[src/rtl/lapido_pkg.sv]
// rtl/lapido_pkg.sv - shared Lapido extension modes and default widths
package lapido_pkg;

   localparam logic [1:0] EXT_ZERO   = 2'b00;
   localparam logic [1:0] EXT_SIGN   = 2'b01;
   localparam logic [1:0] EXT_UPPER  = 2'b10;
   localparam logic [1:0] EXT_BRANCH = 2'b11;

   localparam int DEF_IN_W  = 16;
   localparam int DEF_OUT_W = 32;
   localparam int DEF_TAG_W = 5;

endpackage

[src/rtl/imm_extend_core.sv]
// rtl/imm_extend_core.sv - combinational immediate extension for one transaction
module imm_extend_core
   import lapido_pkg::*;
#(
   parameter int IN_W  = DEF_IN_W,
   parameter int OUT_W = DEF_OUT_W
) (
   input  logic [IN_W-1:0]  imm,
   input  logic [1:0]       mode,
   output logic [OUT_W-1:0] data,
   output logic             neg
);

   logic [OUT_W-1:0] zext;
   logic [OUT_W-1:0] sext;
   logic [OUT_W-1:0] upper;

   assign zext  = {{(OUT_W-IN_W){1'b0}}, imm};
   assign sext  = {{(OUT_W-IN_W){imm[IN_W-1]}}, imm};
   assign upper = {imm, {(OUT_W-IN_W){1'b0}}};

   always_comb begin
      data = zext;
      case (mode)
         EXT_ZERO:   data = zext;
         EXT_SIGN:   data = sext;
         EXT_UPPER:  data = upper;
         // sign is fixed before the shift; the two bits leaving the MSB are dropped
         EXT_BRANCH: data = sext << 2;
         default:    data = zext;
      endcase
   end

   assign neg = data[OUT_W-1];

endmodule

[src/rtl/imm_extend_pipe.sv]
// rtl/imm_extend_pipe.sv - registered immediate extender with a 2-entry skid buffer
module imm_extend_pipe
   import lapido_pkg::*;
#(
   parameter int IN_W  = DEF_IN_W,
   parameter int OUT_W = DEF_OUT_W,
   parameter int TAG_W = DEF_TAG_W
) (
   input  logic             clk,
   input  logic             rst_n,
   input  logic             in_valid,
   output logic             in_ready,
   input  logic [IN_W-1:0]  in_imm,
   input  logic [1:0]       in_mode,
   input  logic [TAG_W-1:0] in_tag,
   output logic             out_valid,
   input  logic             out_ready,
   output logic [OUT_W-1:0] out_data,
   output logic [TAG_W-1:0] out_tag,
   output logic             out_neg
);

   logic [OUT_W-1:0] ext_data;
   logic             ext_neg;

   logic             skid_valid;
   logic [OUT_W-1:0] skid_data;
   logic [TAG_W-1:0] skid_tag;
   logic             skid_neg;

   logic accept;
   logic deliver;
   logic load_main_skid;
   logic load_main_in;
   logic load_skid;
   logic out_valid_nx;
   logic skid_valid_nx;

   imm_extend_core #(
      .IN_W  (IN_W),
      .OUT_W (OUT_W)
   ) u_core (
      .imm  (in_imm),
      .mode (in_mode),
      .data (ext_data),
      .neg  (ext_neg)
   );

   assign accept  = in_valid & in_ready;
   assign deliver = out_valid & out_ready;

   always_comb begin
      load_main_skid = 1'b0;
      load_main_in   = 1'b0;
      load_skid      = 1'b0;
      out_valid_nx   = out_valid;
      skid_valid_nx  = skid_valid;
      if (!out_valid || deliver) begin
         // skid holds the older transaction, so it always drains first
         if (skid_valid) begin
            load_main_skid = 1'b1;
            out_valid_nx   = 1'b1;
            skid_valid_nx  = 1'b0;
         end else if (accept) begin
            load_main_in = 1'b1;
            out_valid_nx = 1'b1;
         end else begin
            out_valid_nx = 1'b0;
         end
      end else if (accept) begin
         load_skid     = 1'b1;
         skid_valid_nx = 1'b1;
      end
   end

   always_ff @(posedge clk or negedge rst_n) begin
      if (!rst_n) begin
         in_ready   <= 1'b0;
         out_valid  <= 1'b0;
         out_data   <= '0;
         out_tag    <= '0;
         out_neg    <= 1'b0;
         skid_valid <= 1'b0;
         skid_data  <= '0;
         skid_tag   <= '0;
         skid_neg   <= 1'b0;
      end else begin
         in_ready   <= ~skid_valid_nx;
         out_valid  <= out_valid_nx;
         skid_valid <= skid_valid_nx;
         if (load_main_skid) begin
            out_data <= skid_data;
            out_tag  <= skid_tag;
            out_neg  <= skid_neg;
         end else if (load_main_in) begin
            out_data <= ext_data;
            out_tag  <= in_tag;
            out_neg  <= ext_neg;
         end
         if (load_skid) begin
            skid_data <= ext_data;
            skid_tag  <= in_tag;
            skid_neg  <= ext_neg;
         end
      end
   end

endmodule

[config.mk]
export PLATFORM = sky130hd
export DESIGN_NAME = imm_extend_pipe
export DESIGN_NICKNAME = d
export VERILOG_FILES = /design/src/rtl/lapido_pkg.sv /design/src/rtl/imm_extend_core.sv /design/src/rtl/imm_extend_pipe.sv
export SDC_FILE = /design/constraint.sdc
export NUM_CORES = 1
export LEC_CHECK = 0
export ABC_AREA = 1
export CORE_ASPECT_RATIO = 0.6
export CORE_MARGIN = 2
export CORE_UTILIZATION = 35
export DETAILED_ROUTE_END_ITERATION = 10
export GPL_TIMING_DRIVEN = 0
export SETUP_SLACK_MARGIN = 0.1
export SLEW_MARGIN = 10
export SYNTH_ARGS = -nofsm -noshare
export SYNTH_HDL_FRONTEND = slang
export SYNTH_SLANG_ARGS = --single-unit
[constraint.sdc]
create_clock -name clk -period 2.1 [get_ports clk]
set_input_delay 0.63 -clock clk [delete_from_list [all_inputs] [get_ports clk]]
set_output_delay 0.63 -clock clk [all_outputs]
set_load 0.01 [all_outputs]
==> run metrics <==
Total GRT Usage=20.1%; first-pass GRT wire length=16.8 mm; most frequent cells in the layout=173 x nand2_1, 96 x nor2_1, 77 x dfrtp_1; combinational power share=30.2%; synth warn=0; Synth cell types=17; fin crit share=90.0%; die width=135 µm; Tmin final=1890 ps; initial core utilization=36.4%; CTS tree=yes; DR vias=3424; Routed WL=10.3 mm; root cell of the clock tree=clkbuf_16; most common cell after layout, fill and taps aside=nand2_1; GP Congestion=0.853; WL/cell=15.0 µm; Clk pwr share=27.5%; worst-skew pair later-pin latency=340 ps; Fmax=529 MHz; initial antenna violation count=0; clk sink count=77; Initial DRT Pass Iterations=5; Final Power=5240 µW; Worst-path clk slew=50 ps; element type at the critical path end=output pin; total gr overflow=0; Cell Area, Synth=3620 µm²; Int Pwr=3600 µW; CP Class=flop to output pin; pin count of the biggest net entering global routing=61; DIE AREA=11200 µm²; startpoint types=flop; crit path buf inv count=1; hpwl dp=7.47 mm; Final Instance Count excl. Fillers=686; deepest clock path buffer count=2; Final ANT Viol Nets=0; layout cells sized above 1=9.44%; part of the Yosys area used for sequential elements=53.3%; sequential share of power=42.2%; Max IR drop VDD=0.413 mV; Final Slew Violations=0; fin util=47.7%; Syn Nets=495; Placed Cells=669; Std-Cell Core Area=9950 µm²; Placed Area=4460 µm²; sw power=1640 µW; run status=complete, no violations; Max-slew headroom=75.7%; setup violators final=0; Layout area overhead=31.2%; Residual DRC=0; DR vias/cell=4.99; crit-path leading delay family=buffers and inverters; vias in the first global route=3226; Net Sw Frac=31.4%; post-route cell area=4740 µm²; TritonCTS buffer count=9; final hold violation count=0; row count=28; hold slack=169 ps; ant diodes=0; #FFs+latches synth=77; CP arrival=1260 ps; Die H=82.7 µm; worst path cell trace=clkdlybuf4s50_1; PwrDens=1100 nW/µm²; master of the slowest instance on the critical path=clkdlybuf4s50_1; initial detailed-routing violation count=298; CP max FO=2; nets=573; RSZ-0062 raised after global routing=false; mean post-synth cell area=7.73 µm²; synthesized instance count=468; hold crit path type=input port to asynchronous set/reset pin; Worst Path Required=1470 ps; I/O pin cnt=67; Clock Skews=3.84 ps; critical path's largest stage delay=550 ps; Slew @ Worst Pin=361 ps; Max-Cap Viols=0; Port Buf Inserts=65; H-tree depth=3; static leakage=0.00238 µW
==> synthesized netlist by cell type, drive strengths merged <==
cell     n  share of area (%)
nor2    98                 11
o21ai   12                1.7
a31oi   28                4.8
nand4    1               0.17
a21oi    1               0.14
buf     27                4.4
inv     12                1.2
nand2  179                 19
nand3   33                4.6
dfrtp   77                 53
==> layer usage <==
metal  part of all wire, %  vias up  track usage [%]  routed length, µm
li1                      -     1647                -                  -
met1                    50     1624             29.5               5120
met2                    40      146             28.9               4150
met3                   9.4        7             6.78                963
met4                  0.53        0             3.54                 55
met5                     0        -                0                  0
==> area by class of cell <==
cell class                      count  area (µm²)
Clock inverter                      1        5.00
Sequential cell                    77        1930
Buffer                             27         159
Tap cell                          135         169
Multi-Input combinational cell    352        1490
Inverter                           12        45.0
Fill cell                        1002        5200
Timing Repair Buffer               67         686
Clock buffer                       15         268
==> power groups by stage <==
stage	sequential (µW)	combinational, µW	clock (µW)
2_1_floorplan	2290	724	0
3_3_place_gp	2210	1550	0
3_5_place_dp	2230	1580	0
4_1_cts	2210	1590	1480
5_1_grt	2270	1780	1550
6_report	2210	1580	1440
==> flip-flops by register name, summed over array words and instances (netlist names) <==
name,count
in_ready,1
out_tag,5
out_neg,1
skid_tag,5
out_valid,1
skid_data,32
skid_valid,1
out_data,31
==> per-stage QoR <==
step | setup WS [ps] | TNS, ps
2_1_floorplan | 708 | 0
3_3_place_gp | -2530 | -194200
3_5_place_dp | 39.9 | 0
4_1_cts | 120 | 0
5_1_grt | 174 | 0
6_report | 209 | 0
==> path summary, 6_finish.rpt <==
path | slack [ps] | from | cells after the start | end
setup reg to reg | 570 | skid_valid$_DFF_PN0_ | 7 | out_tag[1]$_DFFE_PN0P_
setup / recovery | 210 | out_data[23]$_DFFE_PN0P_ | 1 | out_data[23]
hold / removal | 170 | rst_n | 1 | out_valid$_DFFE_PN0N_
min in group clk | 470 | skid_tag[4]$_DFFE_PN0P_ | 2 | skid_tag[4]$_DFFE_PN0P_
hold reg to reg | 470 | skid_tag[4]$_DFFE_PN0P_ | 2 | skid_tag[4]$_DFFE_PN0P_
max in group asynchronous | 1340 | rst_n | 2 | skid_data[18]$_DFFE_PN0P_
==> kinds of logic (layout without fill, tap and decap cells) <==
kind of cell / Yosys count / after routing / synth area share, %
compound gates: 41 / 41 / 6.64
buf+inv: 39 / 122 / 5.64
flops: 77 / 77 / 53.3
simple gates: 311 / 311 / 34.5
==> what timing repair did <==
item	CTS	global route
setup buffers	0	1
endpoints found under the setup margin	0	1
resized for setup	0	1
hold buffers	0	0
Note: power is estimated with default switching activity, not from simulation.
